### src/rtl/adder_sum_accumulator.sv
// Frame accumulator behind the 2-input adder: sums COUNT {carry, result} samples per frame
// and presents the total on a valid/ready port. A flush closes a partial frame early.
module adder_sum_accumulator #(
    parameter int WIDTH = 4,
    parameter int COUNT = 4,
    localparam int ACC_WIDTH = WIDTH + 1 + $clog2(COUNT + 1),
    localparam int CNT_WIDTH = $clog2(COUNT + 1)
) (
    input  logic                 clk,
    input  logic                 rst_n,
    input  logic                 in_valid,
    output logic                 in_ready,
    input  logic [WIDTH-1:0]     in_result,
    input  logic                 in_carry,
    input  logic                 flush,
    output logic                 out_valid,
    input  logic                 out_ready,
    output logic [ACC_WIDTH-1:0] out_sum,
    output logic [CNT_WIDTH-1:0] out_count,
    output logic                 out_partial
);

    typedef enum logic {
        ST_ACCUM = 1'b0,
        ST_DONE  = 1'b1
    } state_t;

    localparam logic [CNT_WIDTH-1:0] COUNT_C = CNT_WIDTH'(COUNT);

    state_t                 r_state;
    logic [ACC_WIDTH-1:0]   r_acc;
    logic [CNT_WIDTH-1:0]   r_cnt;
    logic [ACC_WIDTH-1:0]   r_sum;
    logic [CNT_WIDTH-1:0]   r_count;
    logic                   r_partial;

    state_t                 w_state_next;
    logic [ACC_WIDTH-1:0]   w_acc_next;
    logic [CNT_WIDTH-1:0]   w_cnt_next;
    logic [ACC_WIDTH-1:0]   w_sum_next;
    logic [CNT_WIDTH-1:0]   w_count_next;
    logic                   w_partial_next;

    logic                   w_accept;
    logic [ACC_WIDTH-1:0]   w_sample;
    logic [ACC_WIDTH-1:0]   w_acc_sum;
    logic [CNT_WIDTH-1:0]   w_cnt_inc;

    // Input side is closed during reset and while a finished frame waits downstream.
    assign in_ready  = rst_n && (r_state == ST_ACCUM);
    assign out_valid = (r_state == ST_DONE);
    assign out_sum     = r_sum;
    assign out_count   = r_count;
    assign out_partial = r_partial;

    assign w_accept  = in_valid && in_ready;
    assign w_sample  = w_accept ? ACC_WIDTH'({in_carry, in_result}) : '0;
    assign w_acc_sum = r_acc + w_sample;
    assign w_cnt_inc = r_cnt + CNT_WIDTH'(w_accept);

    always_comb begin
        w_state_next   = r_state;
        w_acc_next     = r_acc;
        w_cnt_next     = r_cnt;
        w_sum_next     = r_sum;
        w_count_next   = r_count;
        w_partial_next = r_partial;
        case (r_state)
            ST_ACCUM: begin
                w_acc_next = w_acc_sum;
                w_cnt_next = w_cnt_inc;
                if (w_accept && (w_cnt_inc == COUNT_C)) begin
                    w_state_next   = ST_DONE;
                    w_sum_next     = w_acc_sum;
                    w_count_next   = COUNT_C;
                    w_partial_next = 1'b0;
                end else if (flush && (w_cnt_inc != '0)) begin
                    // A sample arriving with the flush is folded into the closing frame.
                    w_state_next   = ST_DONE;
                    w_sum_next     = w_acc_sum;
                    w_count_next   = w_cnt_inc;
                    w_partial_next = (w_cnt_inc < COUNT_C);
                end
            end
            ST_DONE: begin
                if (out_ready) begin
                    w_state_next = ST_ACCUM;
                    w_acc_next   = '0;
                    w_cnt_next   = '0;
                end
            end
            default: begin
                w_state_next = ST_ACCUM;
            end
        endcase
    end

    always_ff @(posedge clk) begin
        if (!rst_n) begin
            r_state   <= ST_ACCUM;
            r_acc     <= '0;
            r_cnt     <= '0;
            r_sum     <= '0;
            r_count   <= '0;
            r_partial <= 1'b0;
        end else begin
            r_state   <= w_state_next;
            r_acc     <= w_acc_next;
            r_cnt     <= w_cnt_next;
            r_sum     <= w_sum_next;
            r_count   <= w_count_next;
            r_partial <= w_partial_next;
        end
    end

endmodule
### config.mk
export PLATFORM = sky130hd
export DESIGN_NAME = adder_sum_accumulator
export DESIGN_NICKNAME = d
export VERILOG_FILES = /design/src/rtl/adder_sum_accumulator.sv
export SDC_FILE = /design/constraint.sdc
export NUM_CORES = 1
export LEC_CHECK = 0
export CORE_MARGIN = 5
export CORE_UTILIZATION = 35
export CTS_CLUSTER_SIZE = 40
export DETAILED_ROUTE_END_ITERATION = 8
export PLACE_DENSITY_LB_ADDON = 0.12
export SKIP_CTS_REPAIR_TIMING = 1
export SYNTH_ARGS = -nofsm -noshare
export SYNTH_HDL_FRONTEND = slang
export SYNTH_SLANG_ARGS = --single-unit
### constraint.sdc
create_clock -name clk -period 2.4 [get_ports clk]
set_clock_uncertainty 0.1 [all_clocks]
set_input_delay 0.48 -clock clk [delete_from_list [all_inputs] [get_ports clk]]
set_output_delay 0.48 -clock clk [all_outputs]
set_load 0.02 [all_outputs]
==> results.sh <==
export IMPL_setup_viol_count_final=0
export IMPL_cap_violations=0
export IMPL_worst_pin_slew_ns=0.3217
export IMPL_synth_xor_area_frac=0.03343
export IMPL_worstPathMaxFanout=19
export IMPL_wl_um=3627
export IMPL_drive_gt1_frac=0.2673
export IMPL_die_h_um=71.18
export IMPL_min_period_over_period=0.9355
export IMPL_synth_adder_area_share=0.08214
export IMPL_fillers=367
export IMPL_layout_common_cells="buf_4 (27), dfxtp_1 (24), clkdlybuf4s50_1 (21)"
export IMPL_grt_pass1_vias=1238
export IMPL_multi_input_area_um2=868.3
export IMPL_clk_pin_slew_ns=0.08
export IMPL_arrival_ns=1.67
export IMPL_placement_io_buffers=23
export IMPL_die_area_um2=5067
export IMPL_ant_nets=0
export IMPL_antenna_found_initial=0
export IMPL_synth_top_family_by_area="compound AO/OA/AOI/OAI gates"
export IMPL_p_per_area_nw_per_um2=583.7
export IMPL_coreArea_um2=3633
export IMPL_synth_compound_area_share=0.2579
export IMPL_p_leak_nw=0.7519
export IMPL_rsz0062_at_grt="false"
export IMPL_synth_edf_count=0
export IMPL_synth_simple_area_share=0.1920
export IMPL_critPathRequiredTime_ns=1.82
export IMPL_antennaDiodeCount=0
export IMPL_r2r_start="out_valid$_SDFF_PN0_"
export IMPL_max_freq_mhz=445.4
export IMPL_grt_max_degree=20
export IMPL_wire_per_inst_um=14.51
export IMPL_gr_total_overflow=0
export IMPL_max_vdd_ir_drop_mv=0.3989
export IMPL_avgViaCountPerCell=5.224
export IMPL_clkLatencyLatePin_ns=0.27
export IMPL_fin_nets=221
export IMPL_clock_path_buffers=2
export IMPL_numCtsBuffers=3
export IMPL_place_ws_ns=-0.5485
export IMPL_min_period_ns=2.245
export IMPL_hold_viol=0
export IMPL_syn_instance_count=156
export IMPL_drtPass1Iterations=4
export IMPL_gp_congestion=0.7963
export IMPL_hp_class="register to register"
export IMPL_path_class="register to output pin"
export IMPL_status="finished, final reports clean"
export IMPL_fin_setup_tns_ns=0
export IMPL_root_buffer="clkbuf_8"
export IMPL_seq_area_frac_synth=0.3668
export IMPL_numClockSinks=24
export IMPL_cp_startpoint="out_valid$_SDFF_PN0_"
export IMPL_syn_num_nets=174
export IMPL_final_max_slew_violation_count=0
export IMPL_rows=22
export IMPL_ys_flop_type="dfxtp_1"
export IMPL_cts_tree="yes"
export IMPL_final_cells=250
export IMPL_syn_area_per_cell_um2=8.397
export IMPL_grt_first_pass_wirelength_um=5720
export IMPL_totalPowerFinal_w=0.001139
export IMPL_async_reset_ff_frac=0
export IMPL_htree_levels=1
export IMPL_drcViolationCount=0
export IMPL_grt_usage=0.1411
export IMPL_syn2layout_area_growth_pct=49.00
export IMPL_routed_via_count=1306
export IMPL_post_route_worst_setup_slack_ns=0.1548
export IMPL_startpoint_type="register"
export IMPL_min_from="out_partial$_SDFFE_PN0P_"
export IMPL_muxShareOfSynthArea=0
export IMPL_start_util=0.3605
export IMPL_dp_hpwl_um=2752
export IMPL_mostFrequentLayoutCell="buf_4"
export IMPL_io_pins=24
export IMPL_syn_area_um2=1310
export IMPL_cp_end_kind="output pin"
export IMPL_seq_area_um2=480.5
export IMPL_first_iter_violations=92
export IMPL_synth_seq_cells=24
export IMPL_synth_cell_types=40
export IMPL_ys_warn_count=0
export IMPL_maxSlewHeadroom=0.7853
export IMPL_dp_cells=246
export IMPL_die_w_um=71.18
[metrics by stage]
step | utilization | hold WS, ns | area, µm²
after global routing | 0.5372 | 0.4130 | 1952
after floorplan | - | 0.3681 | 1335
final | 0.5372 | 0.3821 | 1952
after global placement | 0.4924 | 0.3636 | 1789
after detailed placement | 0.4924 | 0.3731 | 1789
after CTS | 0.5076 | 0.3895 | 1844
[layout make-up]
cell class              instances  area share
repair buffers                 51      0.2346
well taps                      48     0.03077
inverters                       8     0.01538
multi-input cells             115      0.4449
clock buffers                   4     0.02821
flip-flops and latches         24      0.2462
[worst max-delay path, cell delays in order, from the launching register on]
cell	delay, ns
dfxtp_1	0.34
buf_4	0.24
clkinv_1	0.13
nand2_1	0.11
inv_1	0.04
clkdlybuf4s50_1	0.52
[registers in the layout, summed over array words and instances, names as in the netlist]
register / count
out_count: 3
out_partial: 1
out_sum: 8
out_valid: 1
r_acc: 8
r_cnt: 3
[path summary, 6_finish.rpt]
kind              cells after the start                        to  slack, ns
setup / recovery                      5                  in_ready       0.15
hold / removal                        2  out_partial$_SDFFE_PN0P_       0.38
setup reg to reg                      8   out_sum[4]$_SDFFE_PN0P_       0.18
hold reg to reg                       2  out_partial$_SDFFE_PN0P_       0.38
[routing by layer]
| layer | up-vias | GRT usage | share of wire |
|---|---|---|---|
| met2 | 27 | 0.2429 | 0.52 |
| li1 | 647 | - | - |
| met4 | 0 | 0.04593 | 0.025 |
| met5 | - | 0 | 0 |
| met1 | 623 | 0.1695 | 0.42 |
| met3 | 9 | 0.03693 | 0.033 |
[report_power, final]
| group | internal, W | leakage (nW) | switching [W] | total (W) |
|---|---|---|---|---|
| Sequential | 0.000432 | 0.195 | 0.0000240 | 0.000456 |
| Combinational | 0.000200 | 0.528 | 0.000205 | 0.000405 |
| Clock | 0.000147 | 0.0288 | 0.000131 | 0.000278 |
| Total | 0.000779 | 0.752 | 0.000360 | 0.00114 |
[kinds of logic after synthesis]
group / Yosys count
adders and majority gates: 8
xor gates and xnor gates: 5
buffers and inverters: 17
and+or+nand+nor: 53
AOI/OAI and AO/OA: 49
DFF: 24
[synth_stat cells (all sizes together), types with 3 or more instances]
library cell | n | area share
a21oi | 21 | 0.097
and2 | 5 | 0.024
buf | 5 | 0.033
clkbuf | 4 | 0.011
dfxtp | 24 | 0.37
ha | 7 | 0.067
inv | 7 | 0.020
nand2 | 14 | 0.040
nand3 | 9 | 0.034
nor2 | 15 | 0.043
nor3 | 3 | 0.011
o21ai | 9 | 0.034
o22ai | 3 | 0.014
xnor2 | 4 | 0.027
No activity file was read; power rests on OpenSTA's default activity.
